[src/rtl/rv32_pkg.sv]
// Shared RV32 core definitions: datapath width, fetch FSM encoding and
// the default reset vector.
package rv32_pkg;

    localparam int XLEN = 32;

    localparam logic [XLEN-1:0] DEFAULT_RESET_PC = 32'h0000_0000;

    typedef enum logic [2:0] {
        ST_BOOT    = 3'd0,
        ST_FETCH   = 3'd1,
        ST_ISSUE   = 3'd2,
        ST_WAIT_PC = 3'd3,
        ST_TRAP    = 3'd4
    } fetch_state_t;

    // Instruction addresses must be word aligned (no compressed ISA).
    function automatic logic is_word_aligned(input logic [XLEN-1:0] addr);
        return (addr[1:0] == 2'b00);
    endfunction

endpackage

[src/rtl/adder32.sv]
// 32-bit ripple-free adder with carry out, shared across the datapath.
module adder32
    import rv32_pkg::*;
(
    input  logic [XLEN-1:0] a,
    input  logic [XLEN-1:0] b,
    output logic [XLEN-1:0] sum,
    output logic            cout
);

    assign {cout, sum} = {1'b0, a} + {1'b0, b};

endmodule

[src/rtl/fetch_unit.sv]
// Instruction fetch stage: owns the architectural PC, fetches one word per
// instruction, offers it to decode and waits for the branch unit's next PC.
module fetch_unit
    import rv32_pkg::*;
#(
    parameter logic [XLEN-1:0] RESET_PC = DEFAULT_RESET_PC
) (
    input  logic            clk,
    input  logic            rst_n,
    output logic [XLEN-1:0] pc,
    output logic            imem_req,
    output logic [XLEN-1:0] imem_addr,
    input  logic            imem_ack,
    input  logic [XLEN-1:0] imem_rdata,
    output logic [XLEN-1:0] inst,
    output logic            inst_valid,
    input  logic            inst_ready,
    input  logic            pc_load,
    input  logic [XLEN-1:0] res_pc,
    output logic            fetch_err,
    output logic [XLEN-1:0] instret
);

    fetch_state_t    r_state;
    logic [XLEN-1:0] r_pc;
    logic [XLEN-1:0] r_inst;
    logic            r_inst_valid;
    logic            r_imem_req;
    logic            r_fetch_err;
    logic [XLEN-1:0] r_instret;

    logic [XLEN-1:0] w_instret_next;
    logic            w_unused_carry;
    logic            w_load_accept;

    adder32 u_instret_inc (
        .a    (r_instret),
        .b    (32'h0000_0001),
        .sum  (w_instret_next),
        .cout (w_unused_carry)
    );

    // A load is taken in WAIT_PC, or in ISSUE when decode accepts in the same cycle.
    assign w_load_accept = pc_load &&
                           ((r_state == ST_WAIT_PC) ||
                            ((r_state == ST_ISSUE) && inst_ready));

    always_ff @(posedge clk or negedge rst_n) begin
        if (!rst_n) begin
            r_state      <= ST_BOOT;
            r_pc         <= RESET_PC;
            r_inst       <= '0;
            r_inst_valid <= 1'b0;
            r_imem_req   <= 1'b0;
            r_fetch_err  <= 1'b0;
            r_instret    <= '0;
        end else begin
            case (r_state)
                ST_BOOT: begin
                    r_imem_req <= 1'b1;
                    r_state    <= ST_FETCH;
                end
                ST_FETCH: begin
                    if (imem_ack) begin
                        r_inst       <= imem_rdata;
                        r_imem_req   <= 1'b0;
                        r_inst_valid <= 1'b1;
                        r_state      <= ST_ISSUE;
                    end
                end
                ST_ISSUE: begin
                    if (inst_ready) begin
                        r_inst_valid <= 1'b0;
                        r_state      <= ST_WAIT_PC;
                    end
                end
                ST_WAIT_PC: begin
                    r_state <= ST_WAIT_PC;
                end
                ST_TRAP: begin
                    r_imem_req   <= 1'b0;
                    r_inst_valid <= 1'b0;
                end
                default: begin
                    r_state <= ST_TRAP;
                end
            endcase

            // NOTE: non-blocking updates resolve last-write-wins, so this block
            // overrides the ISSUE->WAIT_PC transition above on a fused load.
            if (w_load_accept) begin
                r_instret <= w_instret_next;
                if (is_word_aligned(res_pc)) begin
                    r_pc       <= res_pc;
                    r_imem_req <= 1'b1;
                    r_state    <= ST_FETCH;
                end else begin
                    r_fetch_err <= 1'b1;
                    r_state     <= ST_TRAP;
                end
            end
        end
    end

    assign pc         = r_pc;
    assign imem_addr  = r_pc;
    assign imem_req   = r_imem_req;
    assign inst       = r_inst;
    assign inst_valid = r_inst_valid;
    assign fetch_err  = r_fetch_err;
    assign instret    = r_instret;

endmodule

[config.mk]
export PLATFORM = sky130hd
export DESIGN_NAME = fetch_unit
export DESIGN_NICKNAME = d
export VERILOG_FILES = /design/src/rtl/rv32_pkg.sv /design/src/rtl/adder32.sv /design/src/rtl/fetch_unit.sv
export SDC_FILE = /design/constraint.sdc
export NUM_CORES = 1
export LEC_CHECK = 0
export BUFFER_PORTS_ARGS = -buffer_cell sky130_fd_sc_hd__buf_2
export CELL_PAD_IN_SITES_DETAIL_PLACEMENT = 0
export CELL_PAD_IN_SITES_GLOBAL_PLACEMENT = 1
export CORE_MARGIN = 3
export CORE_UTILIZATION = 32
export DETAILED_ROUTE_END_ITERATION = 7
export GPL_TIMING_DRIVEN = 0
export PLACE_DENSITY_LB_ADDON = 0.15
export SLEW_MARGIN = 15
export SYNTH_ARGS = -nofsm -noshare
export SYNTH_HDL_FRONTEND = slang
export SYNTH_SLANG_ARGS = --single-unit
[constraint.sdc]
create_clock -name clk -period 2.04 [get_ports clk]
set_clock_uncertainty 0.1 [all_clocks]
set_input_delay 0.408 -clock clk [delete_from_list [all_inputs] [get_ports clk]]
set_output_delay 0.408 -clock clk [all_outputs]
set_load 0.005 [all_outputs]
==> flow_summary_export.csv <==
group,metric,value,unit
clock_network,clock_latency,0.34,ns
floorplan,row_count,42,
layout,final_cell_mix,"203 x buf_2, 100 x dfrtp_1, 63 x mux2_2, 39 x buf_4, 17 x xnor2_1",
worst_setup_path,end_kind,"flip-flop",
power_and_ir_drop,power_frac_comb,0.355,
hold_path,worst_hold_path_type,"primary input to flip-flop",
power_and_ir_drop,power_density,1210,nW/um^2
detailed_routing,finalWirelength,10600,um
sta,grt_setup_unrepaired,"yes",
clock_network,cts_sinks,102,
floorplan,start_util,0.329,
floorplan,die_area,15100,um^2
detailed_routing,drcViolationCount,0,
power_and_ir_drop,pwr-share-seq,0.430,
worst_setup_path,crit_chain,"o21ai_4, buf_12, or4_1, buf_6, nor4_4, xor2_1",
sta,hold_viol,0,
floorplan,num_io_pins,200,
synthesis,synth_top_area_frac,0.583,
clock_network,clk_pin_slew,0.07,ns
synthesis,synth-adder-area-share,0.00286,
clock_network,cts_tree,"yes",
synthesis,ys_seq_area_frac,0.583,
synthesis,syn_area,4380,um^2
sta,period_share,0.968,
global_routing,overflow,0,
worst_setup_path,max_stage_delay,0.54,ns
detailed_routing,via_count,3311,
clock_network,cts.htree.levels,3,
synthesis,synthCells,332,
global_routing,track_usage,0.138,
worst_setup_path,r2r_slack,0.07,ns
synthesis,synth-seq-cells,102,
synthesis,synth_top_area_cell,"dfrtp_1",
synthesis,synth_area_per_cell,13.2,um^2
clock_network,clk_path_buf_depth,2,
worst_setup_path,cp_top_family,"simple AND/OR/NAND/NOR gates",
power_and_ir_drop,switching_power,0.00210,W
floorplan,die_h,123,um
global_routing,first_global_vias,3087,
worst_setup_path,required,2.21,ns
power_and_ir_drop,irDropWorstVdd,0.000496,V
placement,place_hpwl,7730,um
placement,place_congestion,0.780,
power_and_ir_drop,switching_share,0.284,
power_and_ir_drop,p_int,0.00529,W
worst_setup_path,path_buf_inv,2,
power_and_ir_drop,leakage,3.28,nW
worst_setup_path,crit_type,"flip-flop to flip-flop",
clock_network,clock-root-buffer,"clkbuf_16",
layout,design_area,6090,um^2
synthesis,synth_fp_nets,402,
synthesis,synth_cell_types,33,
placement,placed_area,5630,um^2
worst_setup_path,start_kind,"flip-flop",
detailed_routing,avgRoutedWirePerCell,14.5,um
global_routing,antenna_found_initial,0,
power_and_ir_drop,clkPwrFrac,0.215,
worst_setup_path,crit_arrival,2.14,ns
layout,nNetsFinal,622,
sta,max_slew.worst_pin.slew,0.569,ns
sta,maxSlewViolCount,0,
placement,port_buffers,199,
worst_setup_path,worst-path-max-fanout,9,
clock_network,numCtsBuffers,9,
sta,fin_hold_ws,0.190,ns
sta,worst_slew_margin_rel,0.621,
global_routing,grt_pass1_wl,16000,um
flow_run,cap_viol_max_count,0,
detailed_routing,first_iter_violations,102,
synthesis,synth_xor_area_frac,0.0620,
detailed_routing,drt_first_pass_iters,6,
layout,layout-drive-gt1-share,0.608,
layout,mostFrequentLayoutCell,"buf_2",
sta,fmax,0.507,GHz
synthesis,synthTopCellsByArea,"dfrtp_1 58%, mux2_2 16%, buf_4 5.5%",
worst_setup_path,cp_slowest_cell,"or4_1",
layout,area_delta_synth_final,39.1,%
global_routing,grt_max_degree,61,
detailed_routing,viasPerCell,4.54,
synthesis,yosys.area_share.simple,0.107,
synthesis,synth.area.mux_share,0.162,
layout,fin_util,0.458,
synthesis,ys_warn_count,0,
sta,min_period,1.97,ns
synthesis,synth_compound_area_frac,0.0143,
floorplan,core_region_area,13300,um^2
detailed_routing,ant_nets,0,
floorplan,die_w,123,um
sta,setup_violations,0,
status,outcome,"completed",
layout,num_antenna_cells,0,
synthesis,synth_top_family_by_area,"multiplexers",
-- through the flow --
stage               std cells  total power, W  TNS [ns]  setup WS (ns)
detailed placement        708         0.00584    -13.72         -0.429
floorplan                 332         0.00455         0         0.0854
CTS                       726         0.00748   -0.0403        -0.0217
finish                    730         0.00738         0         0.0660
global route              730         0.00793    -0.232        -0.0293
global placement          707         0.00579    -89.58         -0.759
-- area by class of cell --
type | instances | area [um^2]
clock buffers | 12 | 256
fillers | 1260 | 7210
inverters | 1 | 3.75
plain buffers | 43 | 305
repair buffers | 209 | 1110
multi-input cells | 186 | 1630
clock inverters | 1 | 7.51
flip-flops and latches | 102 | 2550
well taps | 176 | 220
-- registers in the layout, summed over array words and instances (netlist names) --
register / flops
r_state: 3
fetch_err: 1
imem_req: 1
imem_addr: 32
inst: 32
inst_valid: 1
instret: 32
-- path summary, 6_finish.rpt --
check,startpoint,to,cells past startpoint
min reg2reg,fetch_err,fetch_err,1
min in group asynchronous,rst_n,imem_addr[10],2
max reg2reg,r_state[0],instret[26],6
max in group asynchronous,rst_n,instret[8],3
min,imem_rdata[0],inst[0],2
max,r_state[0],instret[26],6
-- layer usage --
metal / vias up / GRT usage / routed length (um)
li1: 1572 / - / -
met1: 1604 / 0.173 / 4460
met2: 119 / 0.222 / 5110
met3: 16 / 0.0352 / 791
met4: 0 / 0.0686 / 208
met5: - / 0 / 0
-- cell usage after synthesis (all sizes together) --
| cell type | number |
|---|---|
| inv | 1 |
| or3 | 1 |
| nand4 | 14 |
| or4 | 1 |
| a21o | 1 |
| buf | 39 |
| o32a | 1 |
| nor3 | 9 |
| ha | 1 |
| dfrtp | 102 |
| a21oi | 1 |
| a211o | 1 |
| nand3b | 3 |
| nor3b | 1 |
| o21a | 1 |
| clkbuf | 4 |
| and2 | 6 |
| nand2b | 2 |
| and3 | 5 |
| nor4 | 7 |
| nand2 | 13 |
| and4 | 3 |
| xnor2 | 17 |
| nand3 | 11 |
| xor2 | 14 |
| o21ai | 4 |
| mux2 | 63 |
| nor2 | 6 |
-- power groups by stage --
stage          sequential, W  combinational, W  clock [W]
2_1_floorplan        0.00324           0.00131          0
3_3_place_gp         0.00319           0.00260          0
3_5_place_dp         0.00322           0.00262          0
4_1_cts              0.00319           0.00265    0.00165
5_1_grt              0.00328           0.00290    0.00174
6_report             0.00317           0.00262    0.00159
-- what timing repair did --
| action | CTS | global route |
|---|---|---|
| hold endpoints to repair | 59 | 0 |
| pin swaps | 3 | 2 |
| buffers inserted | 4 | 4 |
| resized for setup | 9 | 13 |
| hold buffers | 1 | 0 |
| endpoints found under the setup margin | 80 | 57 |
-- cell families (layout without fill, tap and decap cells) --
group,Yosys count,in the layout
DFF,102,102
and+or+nand+nor,82,82
muxes,63,63
buffers and inverters,44,266
xor gates and xnor gates,31,31
AOI/OAI and AO/OA,9,9
adders and majority gates,1,1
No activity file was read; power rests on OpenSTA's default activity.
